File: src/rtl/keyboard_key_decoder_if.sv
// keyboard_key_decoder_if
//   Groups the byte-stream input and the per-key outputs of keyboard_key_decoder.
//   master: the side that feeds received bytes and consumes key state (receiver/game logic).
//   slave : the decoder itself.
//   Signals:
//     scan_code    [7:0]       received Set 2 byte
//     scan_valid               1-cycle strobe, scan_code valid
//     clear                    force all keys released, prefix state dropped
//     key_held     [NUM_KEYS]  level: key i currently down
//     key_pressed  [NUM_KEYS]  1-cycle pulse on key i going down
//     key_released [NUM_KEYS]  1-cycle pulse on key i going up
//     key_repeat   [NUM_KEYS]  1-cycle auto-repeat pulse (zero unless repeat is built in)
interface keyboard_key_decoder_if #(
  parameter int NUM_KEYS = 5
);
  logic [7:0]          scan_code;
  logic                scan_valid;
  logic                clear;
  logic [NUM_KEYS-1:0] key_held;
  logic [NUM_KEYS-1:0] key_pressed;
  logic [NUM_KEYS-1:0] key_released;
  logic [NUM_KEYS-1:0] key_repeat;

  modport master (
    output scan_code, scan_valid, clear,
    input  key_held, key_pressed, key_released, key_repeat
  );

  modport slave (
    input  scan_code, scan_valid, clear,
    output key_held, key_pressed, key_released, key_repeat
  );
endinterface

File: src/rtl/keyboard_key_decoder.sv
// keyboard_key_decoder
//   PS/2 Set 2 scan-code decoder. Consumes the byte stream from a PS/2 receiver, follows the
//   E0 (extended) and F0 (break) prefixes, and keeps a held/pressed/released view of NUM_KEYS
//   configured keys. Key i is selected by KEY_CODES[8i+7:8i] and KEY_EXT[i] (1 = E0 key).
//   All outputs are registered: a byte strobed at cycle t shows its effect at t+1.
//   Ports:
//     clk    system clock
//     rst_n  synchronous reset, active low
//     bus    keyboard_key_decoder_if.slave (scan_code/scan_valid/clear in, key_* out)
//   Optional feature: define KEYBOARD_REPEAT_EN to build per-key typematic repeat counters
//   (first pulse REPEAT_DELAY cycles after press, then every REPEAT_PERIOD). Without it
//   key_repeat is constant zero and no repeat logic exists.
module keyboard_key_decoder #(
  parameter int                    NUM_KEYS       = 5,
  parameter logic [NUM_KEYS*8-1:0] KEY_CODES      = {8'h6B, 8'h29, 8'h1D, 8'h23, 8'h1C},
  parameter logic [NUM_KEYS-1:0]   KEY_EXT        = 5'b10000,
  parameter int                    PREFIX_TIMEOUT = 1_000_000,
  parameter int                    REPEAT_DELAY   = 50_000_000,
  parameter int                    REPEAT_PERIOD  = 10_000_000
) (
  input logic                   clk,
  input logic                   rst_n,
  keyboard_key_decoder_if.slave bus
);

  localparam int             TW       = $clog2(PREFIX_TIMEOUT + 1);
  localparam logic [TW-1:0]  TO_LAST  = TW'(PREFIX_TIMEOUT - 1);
  localparam logic [7:0]     CODE_EXT = 8'hE0;
  localparam logic [7:0]     CODE_BRK = 8'hF0;

  // Parameter sanity, caught at elaboration.
  if (NUM_KEYS < 1 || NUM_KEYS > 16) begin : g_bad_num_keys
    $error("keyboard_key_decoder: NUM_KEYS must be 1..16");
  end
  if (PREFIX_TIMEOUT < 1) begin : g_bad_timeout
    $error("keyboard_key_decoder: PREFIX_TIMEOUT must be >= 1");
  end
  if (REPEAT_PERIOD < 1 || REPEAT_PERIOD > REPEAT_DELAY) begin : g_bad_repeat
    $error("keyboard_key_decoder: need 1 <= REPEAT_PERIOD <= REPEAT_DELAY");
  end

  typedef enum logic [1:0] {
    S_IDLE    = 2'd0,
    S_EXT     = 2'd1,
    S_BRK     = 2'd2,
    S_EXT_BRK = 2'd3
  } state_t;

  state_t              state, state_next;
  logic [TW-1:0]       to_cnt, to_cnt_next;
  logic                do_decode, dec_break, dec_ext;
  logic [NUM_KEYS-1:0] match, make_mask, brk_mask;
  logic [NUM_KEYS-1:0] held_p1, pressed_p1, released_p1;
  logic [NUM_KEYS-1:0] held_next, pressed_next, released_next;

  // Prefix FSM: a non-prefix byte is decoded with the accumulated E0/F0 context.
  always_comb begin
    state_next = state;
    do_decode  = 1'b0;
    dec_break  = 1'b0;
    dec_ext    = 1'b0;
    if (bus.clear) begin
      state_next = S_IDLE;
    end else if (bus.scan_valid) begin
      unique case (state)
        S_IDLE: begin
          if (bus.scan_code == CODE_EXT)      state_next = S_EXT;
          else if (bus.scan_code == CODE_BRK) state_next = S_BRK;
          else                                do_decode  = 1'b1;
        end
        S_EXT: begin
          if (bus.scan_code == CODE_BRK)      state_next = S_EXT_BRK;
          else if (bus.scan_code == CODE_EXT) state_next = S_EXT;
          else begin
            do_decode  = 1'b1;
            dec_ext    = 1'b1;
            state_next = S_IDLE;
          end
        end
        S_BRK: begin
          if (bus.scan_code == CODE_EXT)      state_next = S_EXT_BRK;
          else if (bus.scan_code == CODE_BRK) state_next = S_BRK;
          else begin
            do_decode  = 1'b1;
            dec_break  = 1'b1;
            state_next = S_IDLE;
          end
        end
        default: begin
          if (bus.scan_code != CODE_EXT && bus.scan_code != CODE_BRK) begin
            do_decode  = 1'b1;
            dec_break  = 1'b1;
            dec_ext    = 1'b1;
            state_next = S_IDLE;
          end
        end
      endcase
    end else if (state != S_IDLE && to_cnt == TO_LAST) begin
      // A prefix left without its follow-up byte is abandoned.
      state_next = S_IDLE;
    end
  end

  // Timeout counter: only meaningful while a prefix is pending; any byte restarts it.
  always_comb begin
    if (bus.clear || bus.scan_valid || state == S_IDLE || to_cnt == TO_LAST) begin
      to_cnt_next = '0;
    end else begin
      to_cnt_next = to_cnt + 1'b1;
    end
  end

  // Every key whose code and E0-ness match is updated, so duplicate entries track together.
  always_comb begin
    match = '0;
    for (int i = 0; i < NUM_KEYS; i++) begin
      if (do_decode && KEY_CODES[8*i +: 8] == bus.scan_code && KEY_EXT[i] == dec_ext) begin
        match[i] = 1'b1;
      end
    end
    make_mask = dec_break ? '0 : match;
    brk_mask  = dec_break ? match : '0;
  end

  // Pulses fire only on real level changes: typematic makes and stray breaks are silent.
  always_comb begin
    if (bus.clear) begin
      held_next     = '0;
      pressed_next  = '0;
      released_next = held_p1;
    end else begin
      held_next     = (held_p1 | make_mask) & ~brk_mask;
      pressed_next  = make_mask & ~held_p1;
      released_next = brk_mask & held_p1;
    end
  end

  // ---- stage boundary: registered FSM, timeout and key outputs ----
  always_ff @(posedge clk) begin
    if (!rst_n) begin
      state       <= S_IDLE;
      to_cnt      <= '0;
      held_p1     <= '0;
      pressed_p1  <= '0;
      released_p1 <= '0;
    end else begin
      state       <= state_next;
      to_cnt      <= to_cnt_next;
      held_p1     <= held_next;
      pressed_p1  <= pressed_next;
      released_p1 <= released_next;
    end
  end

  assign bus.key_held     = held_p1;
  assign bus.key_pressed  = pressed_p1;
  assign bus.key_released = released_p1;

`ifdef KEYBOARD_REPEAT_EN
  localparam int            RW         = $clog2(REPEAT_DELAY + 1);
  localparam logic [RW-1:0] REP_FIRST  = RW'(REPEAT_DELAY - 1);
  localparam logic [RW-1:0] REP_RELOAD = RW'(REPEAT_DELAY - REPEAT_PERIOD);

  logic [RW-1:0]       rep_cnt [NUM_KEYS];
  logic [NUM_KEYS-1:0] repeat_p1;

  // Counter is 0 on the first held cycle; hitting REPEAT_DELAY-1 schedules a pulse and
  // reloads so the next hit is REPEAT_PERIOD cycles later. A key that is about to be
  // released (or cleared) drops its pending pulse.
  // ---- stage boundary: registered repeat counters and pulses ----
  always_ff @(posedge clk) begin
    for (int i = 0; i < NUM_KEYS; i++) begin
      if (!rst_n || !held_p1[i] || !held_next[i]) begin
        rep_cnt[i]   <= '0;
        repeat_p1[i] <= 1'b0;
      end else if (rep_cnt[i] == REP_FIRST) begin
        rep_cnt[i]   <= REP_RELOAD;
        repeat_p1[i] <= 1'b1;
      end else begin
        rep_cnt[i]   <= rep_cnt[i] + 1'b1;
        repeat_p1[i] <= 1'b0;
      end
    end
  end

  assign bus.key_repeat = repeat_p1;
`else
  assign bus.key_repeat = '0;
`endif

endmodule

File: src/flat_wrapper.sv
// flat-port wrapper written by rule: the top's interface ports become plain ports
module keyboard_key_decoder_flat 
#(
  parameter int                    NUM_KEYS       = 5,
  parameter logic [NUM_KEYS*8-1:0] KEY_CODES      = {8'h6B, 8'h29, 8'h1D, 8'h23, 8'h1C},
  parameter logic [NUM_KEYS-1:0]   KEY_EXT        = 5'b10000,
  parameter int                    PREFIX_TIMEOUT = 1_000_000,
  parameter int                    REPEAT_DELAY   = 50_000_000,
  parameter int                    REPEAT_PERIOD  = 10_000_000
)
  (clk, rst_n, bus_scan_code, bus_scan_valid, bus_clear, bus_key_held, bus_key_pressed, bus_key_released, bus_key_repeat);
  keyboard_key_decoder_if #(.NUM_KEYS(NUM_KEYS)) bus_i ();
  input logic clk;
  input logic rst_n;
  input wire logic [$bits(bus_i.scan_code)-1:0] bus_scan_code;
  input wire logic [$bits(bus_i.scan_valid)-1:0] bus_scan_valid;
  input wire logic [$bits(bus_i.clear)-1:0] bus_clear;
  output wire logic [$bits(bus_i.key_held)-1:0] bus_key_held;
  output wire logic [$bits(bus_i.key_pressed)-1:0] bus_key_pressed;
  output wire logic [$bits(bus_i.key_released)-1:0] bus_key_released;
  output wire logic [$bits(bus_i.key_repeat)-1:0] bus_key_repeat;
  assign bus_i.scan_code = bus_scan_code;
  assign bus_i.scan_valid = bus_scan_valid;
  assign bus_i.clear = bus_clear;
  assign bus_key_held = bus_i.key_held;
  assign bus_key_pressed = bus_i.key_pressed;
  assign bus_key_released = bus_i.key_released;
  assign bus_key_repeat = bus_i.key_repeat;
  keyboard_key_decoder #(.NUM_KEYS(NUM_KEYS), .KEY_CODES(KEY_CODES), .KEY_EXT(KEY_EXT), .PREFIX_TIMEOUT(PREFIX_TIMEOUT), .REPEAT_DELAY(REPEAT_DELAY), .REPEAT_PERIOD(REPEAT_PERIOD)) u_core (.clk(clk), .rst_n(rst_n), .bus(bus_i));
endmodule
File: config.mk
export PLATFORM = sky130hd
export DESIGN_NAME = keyboard_key_decoder_flat
export DESIGN_NICKNAME = d
export VERILOG_FILES = /design/src/rtl/keyboard_key_decoder_if.sv /design/src/rtl/keyboard_key_decoder.sv /design/src/flat_wrapper.sv
export SDC_FILE = /design/constraint.sdc
export NUM_CORES = 1
export LEC_CHECK = 0
export ABC_AREA = 1
export BUFFER_PORTS_ARGS = -buffer_cell sky130_fd_sc_hd__buf_2
export CORE_MARGIN = 2
export CORE_UTILIZATION = 50
export CTS_CLUSTER_SIZE = 16
export DETAILED_ROUTE_END_ITERATION = 10
export PLACE_DENSITY = 0.72
export SLEW_MARGIN = 20
export SYNTH_ARGS = -nofsm -noshare
export SYNTH_HDL_FRONTEND = slang
export SYNTH_SLANG_ARGS = --single-unit
File: constraint.sdc
create_clock -name clk -period 1.97 [get_ports clk]
set_clock_uncertainty 0.2 [all_clocks]
set_input_delay 0.591 -clock clk [delete_from_list [all_inputs] [get_ports clk]]
set_output_delay 0.591 -clock clk [all_outputs]
set_load 0.01 [all_outputs]
; ---- After elaboration in Yosys (flattened, before gate mapping)
; Cells that the tools add are included.
[op_classes]
n_mux = 32
add_sub_neg = 1
n_reduce_logical = 23
n_eq_ne = 14
bitwise = 8
[ops]
columns = op, count
row1 = adder 20 x 1 -> 20 bit (second input constant), 1
row2 = == test 20 bit (second input constant), 1
row3 = 2-to-1 mux 1 bit, 17
row4 = == test 5 x 8 -> 1 bit (first input constant), 2
row5 = == test 6 x 8 -> 1 bit (first input constant), 2
row6 = == test 8 bit (second input constant), 2
row7 = 2-to-1 mux 2 bit, 8
row8 = inequality test 8 bit (second input constant), 2
row9 = AND 5 bit, 3
row10 = 2-to-1 mux 5 bit, 3
row11 = logical AND 1 bit, 12
row12 = inverter 5 bit, 2
row13 = == test 7 x 8 -> 1 bit (first input constant), 1
row14 = OR reduction 2 bit, 4
row15 = one-hot mux 1 bit (2 select lines), 3
row16 = one-hot mux 2 bit (3 select lines), 1
row17 = inequality test 5 x 1 -> 1 bit (second input constant), 1
row18 = OR 5 bit, 1
row19 = inequality test 4 x 2 -> 1 bit (second input constant), 1
row20 = nonzero test 2 bit, 2
row21 = logical OR 1 bit, 3
row22 = AND reduction 3 bit, 1
row23 = == test 2 x 1 -> 1 bit (second input constant), 1
row24 = == test 2 bit (second input constant), 1
row25 = other kinds (2), 3
[word_totals]
input_bits = 12
output_inout_bits = 20
regBits = 37

; ---- Longest topological paths before layout
[depth]
word_depth = 12
mapped_depth = 10

; ---- Least setup slack after synthesis
; No wires, ideal clock.
[synth_timing]
path_type = input port to flip-flop
start = input port bus_scan_code[1]
end = register u_core.state[0]
setup_slack_ns = 0.271
setup_time_ns = 0.115
cell_stages = 10
arrival_time_ns = 1.384
path_cell_list = inv_1 -> nand2_1 -> nor2_2 -> nand2_1 -> nand2_1 -> nand2_1 -> nand2_1 -> nand3_1 -> nand2_1 -> nor2_1
[synth_between]
elab_chain_len = 5
word_cells_on_any_way = 14
cone_classes = 6 x eq/ne / 6 x mux / 2 x reduce/logical
[synth_lines]
columns = item, line_no
row1 = start: declaration, flat_wrapper.sv:15  ; input wire logic [$bits(bus_i.scan_code)-1:0] bus_scan_code;
row2 = == test 8 bit, "keyboard_key_decoder.sv:67, keyboard_key_decoder.sv:73, keyboard_key_decoder.sv:81"
row3 = 2-to-1 mux 1 bit, keyboard_key_decoder.sv:73  ; else if (bus.scan_code == CODE_EXT) state_next = S_EXT;
row4 = 2-to-1 mux 2 bit, keyboard_key_decoder.sv:72  ; if (bus.scan_code == CODE_BRK) state_next = S_EXT_BRK;
row5 = one-hot mux 2 bit (3 select lines), keyboard_key_decoder.sv:65  ; unique case (state)
row6 = 2-to-1 mux 2 bit, keyboard_key_decoder.sv:64  ; end else if (bus.scan_valid) begin
row7 = end signal: assignment, keyboard_key_decoder.sv:147  ; state <= state_next;
row8 = end: declaration, keyboard_key_decoder.sv:49  ; state_t state, state_next;
; Parallel ways exist; a longest one is shown, timed or not.
; A chain may end at the register's enable or synchronous reset.

; ---- Final worst setup path
[layout_timing]
start = register u_core.to_cnt[0]
end = register u_core.to_cnt[16]
[layout_between]
elab_chain_len = 3
word_cells_on_any_way = 4
cone_classes = 1 x add/sub / 1 x eq/ne / 2 x reduce/logical
[layout_lines]
columns = item, line_no
row1 = start: declaration, keyboard_key_decoder.sv:50  ; logic [TW-1:0] to_cnt, to_cnt_next;
row2 = start signal: assignment, keyboard_key_decoder.sv:148  ; to_cnt <= to_cnt_next;
row3 = "parallel branches: the longest is 3 deep, another holds adder 20 x 1 -> 20 bit", n/a
; Parallel ways; which one is timed is not known.

==> metrics.txt <==
diode count 0; Final #Nets 333; vias in the first global route 1,672; Slew Limit Fails 0; crit path max fanout 5; outcome complete, no violations; ys flop type dfxtp_1; Post-CTS Resized 0; Starting Density 0.5328; crit share post-route 0.9039; cts bufs inserted 5; area leader, netlist dfxtp_1; worst skew pair latency 0.28 ns; Post-CTS Setup Bufs 0; Die H 67.16 um; largest net degree at the start of global routing 21; top cell type's share of synthesized area 0.3714; DRC 0; CP Buf/Inv Count 0; GRT overflow 0; initial antenna violation count 0; final setup margin 0.1893 ns; Yosys cell types 31; GP Congestion 0.7979; Area Growth Syn to Fin 14.05%; syn avg cell area 6.901 um^2; CTS Buffer Depth 2; top-count cell post-synth nand2_1; register area share after synthesis 0.3714; core area 3744 um^2; num rows 22; worst-path cell chain ha_1 > nand2_2 > nor2_2 > nand2_2 > nor2_4 > nand2_4 > nor2_4 > nand2_2 > xor2_1 > nor2_2; Finish-stage setup viols 0; CTS clk-pin slew, worst paths 0.07 ns; Syn. warnings 0; Slowest-stage cell, CP dfxtp_1; DR vias/cell 4.859; Crit Path Class reg2reg; Die W 67.16 um; slowest stage delay, CP 0.39 ns; I/O Pins 32; CTS sink count 37; Iter 0 DRT Violations 85; Clock Tree Root clkbuf_8; #FFs+latches synth 37; Max VDD drop 0.0004775 V; Final HPWL DP 3.020 mm; Vias 1,793; post-layout min period 1.781 ns; Critical Path Sink Type register; CP top delay family simple AND/OR/NAND/NOR gates; EDFF count, synth 0; IO Port Bufs 26; WL final 3.859 mm; Post-Place Setup Slack 0.01152 ns; H-tree depth 2; Pleak 0.9161 nW; critical path arrival 1.76 ns; global-route wire length before repair 6.720 mm; Post-CTS Hold Fix Bufs 0; Final Hold Vio Count 0; end-of-flow core utilization 0.6076; top cells by area, synth dfxtp_1 37%, nand2_1 12%, nor2_1 7.7%; Maximum Capacitance Violations 0; total power 1.393 mW; post-synthesis cell count 289; Avg WL per Cell 10.46 um; Total Neg Setup Slack 0 ns; antenna-violating nets left 0; Hold WC Path Type reg2reg; Crit path required time 1.95 ns; Die Area 4510 um^2; ratio of cells with drive above 1 in the final layout 0.2243; Commonest cells post-synth 63 x nand2_1, 41 x nor2_1, 37 x dfxtp_1; crit start category register; Synth async-reset ratio 0; CTS tree built; achievable frequency 0.5616 GHz; total track usage 0.1940; drt pass-1 iters 4; fillers 355; Synth Cell Area 1994 um^2; unrepaired setup endpoints after global routing false; Critical Path Most Common Cell nand2_2; Pwr Density 612.5 nW/um^2
-- cell type report --
class	instances	area (um^2)	area share
multi-input cells	208	1057	0.4648
flip-flops and latches	37	740.7	0.3256
repair buffers	30	172.7	0.07591
inverters	38	142.6	0.06271
clock buffers	7	96.34	0.04235
well taps	48	60.06	0.02640
clock inverters	1	5.005	0.002200
-- stage by stage --
step                      std cells  hold WS, ns  instance area, um^2
final                           369       0.2469                 2275
after CTS                       369       0.2495                 2275
after global routing            369       0.2810                 2275
after global placement          361       0.2410                 2173
after floorplan                 293       0.2405                 2009
after detailed placement        361       0.2391                 2173
-- placed cells by master (no fill, tap or decap), types with 2 or more instances in the layout --
master and instances:
nand2_1 63, nor2_1 41, dfxtp_1 37, inv_1 32
buf_2 26, nand3_1 23, a21oi_1 18, nor3_1 9
nand4_1 9, clkbuf_8 7, nand2_2 6, inv_2 6
nor2_2 5, conb_1 5, nor3_2 4, xor2_1 4
nor3b_2 4, nor2_4 3, buf_4 3, nand3_2 2
o21ai_0 2
-- logic make-up (layout without fill, tap and decap cells) --
family                     count (synthesis)  after routing  share of synthesized area
other                                      1              5                   0.001880
and+or+nand+nor                          176            176                     0.4360
AOI/OAI and AO/OA                         22             22                    0.06086
DFF                                       37             37                     0.3714
xor gates and xnor gates                   4              4                    0.01756
adders and majority gates                  1              1                   0.006273
buffers and inverters                     48             76                     0.1060
-- worst min-delay path, stage by stage, from the launching register on --
cell	delay [ns]
dfxtp_1	0.32
nand2_1	0.05
a21oi_1	0.03
-- report_power, final --
group	internal [mW]	total, mW	switching (mW)
Sequential	0.749	0.751	0.00222
Combinational	0.0255	0.0759	0.0504
Clock	0.316	0.566	0.251
-- final timing paths --
path,startpoint,end,slack (ns),cells after the start
worst min-delay path,register,u_core.bus.key_released[2],0.25,2
worst min register to register,register,u_core.bus.key_released[2],0.25,2
worst max register to register,u_core.to_cnt[0],u_core.to_cnt[16],0.19,10
worst max-delay path,u_core.to_cnt[0],u_core.to_cnt[16],0.19,10
-- metal layers --
metal / share of wire / global-route usage / up-vias
met1: 0.44 / 0.2143 / 791
li1: - / - / 972
met4: 0.0044 / 0.05612 / 0
met2: 0.52 / 0.3700 / 28
met5: 0 / 0 / -
met3: 0.031 / 0.04000 / 2
Note: power is estimated with default switching activity, not from simulation.
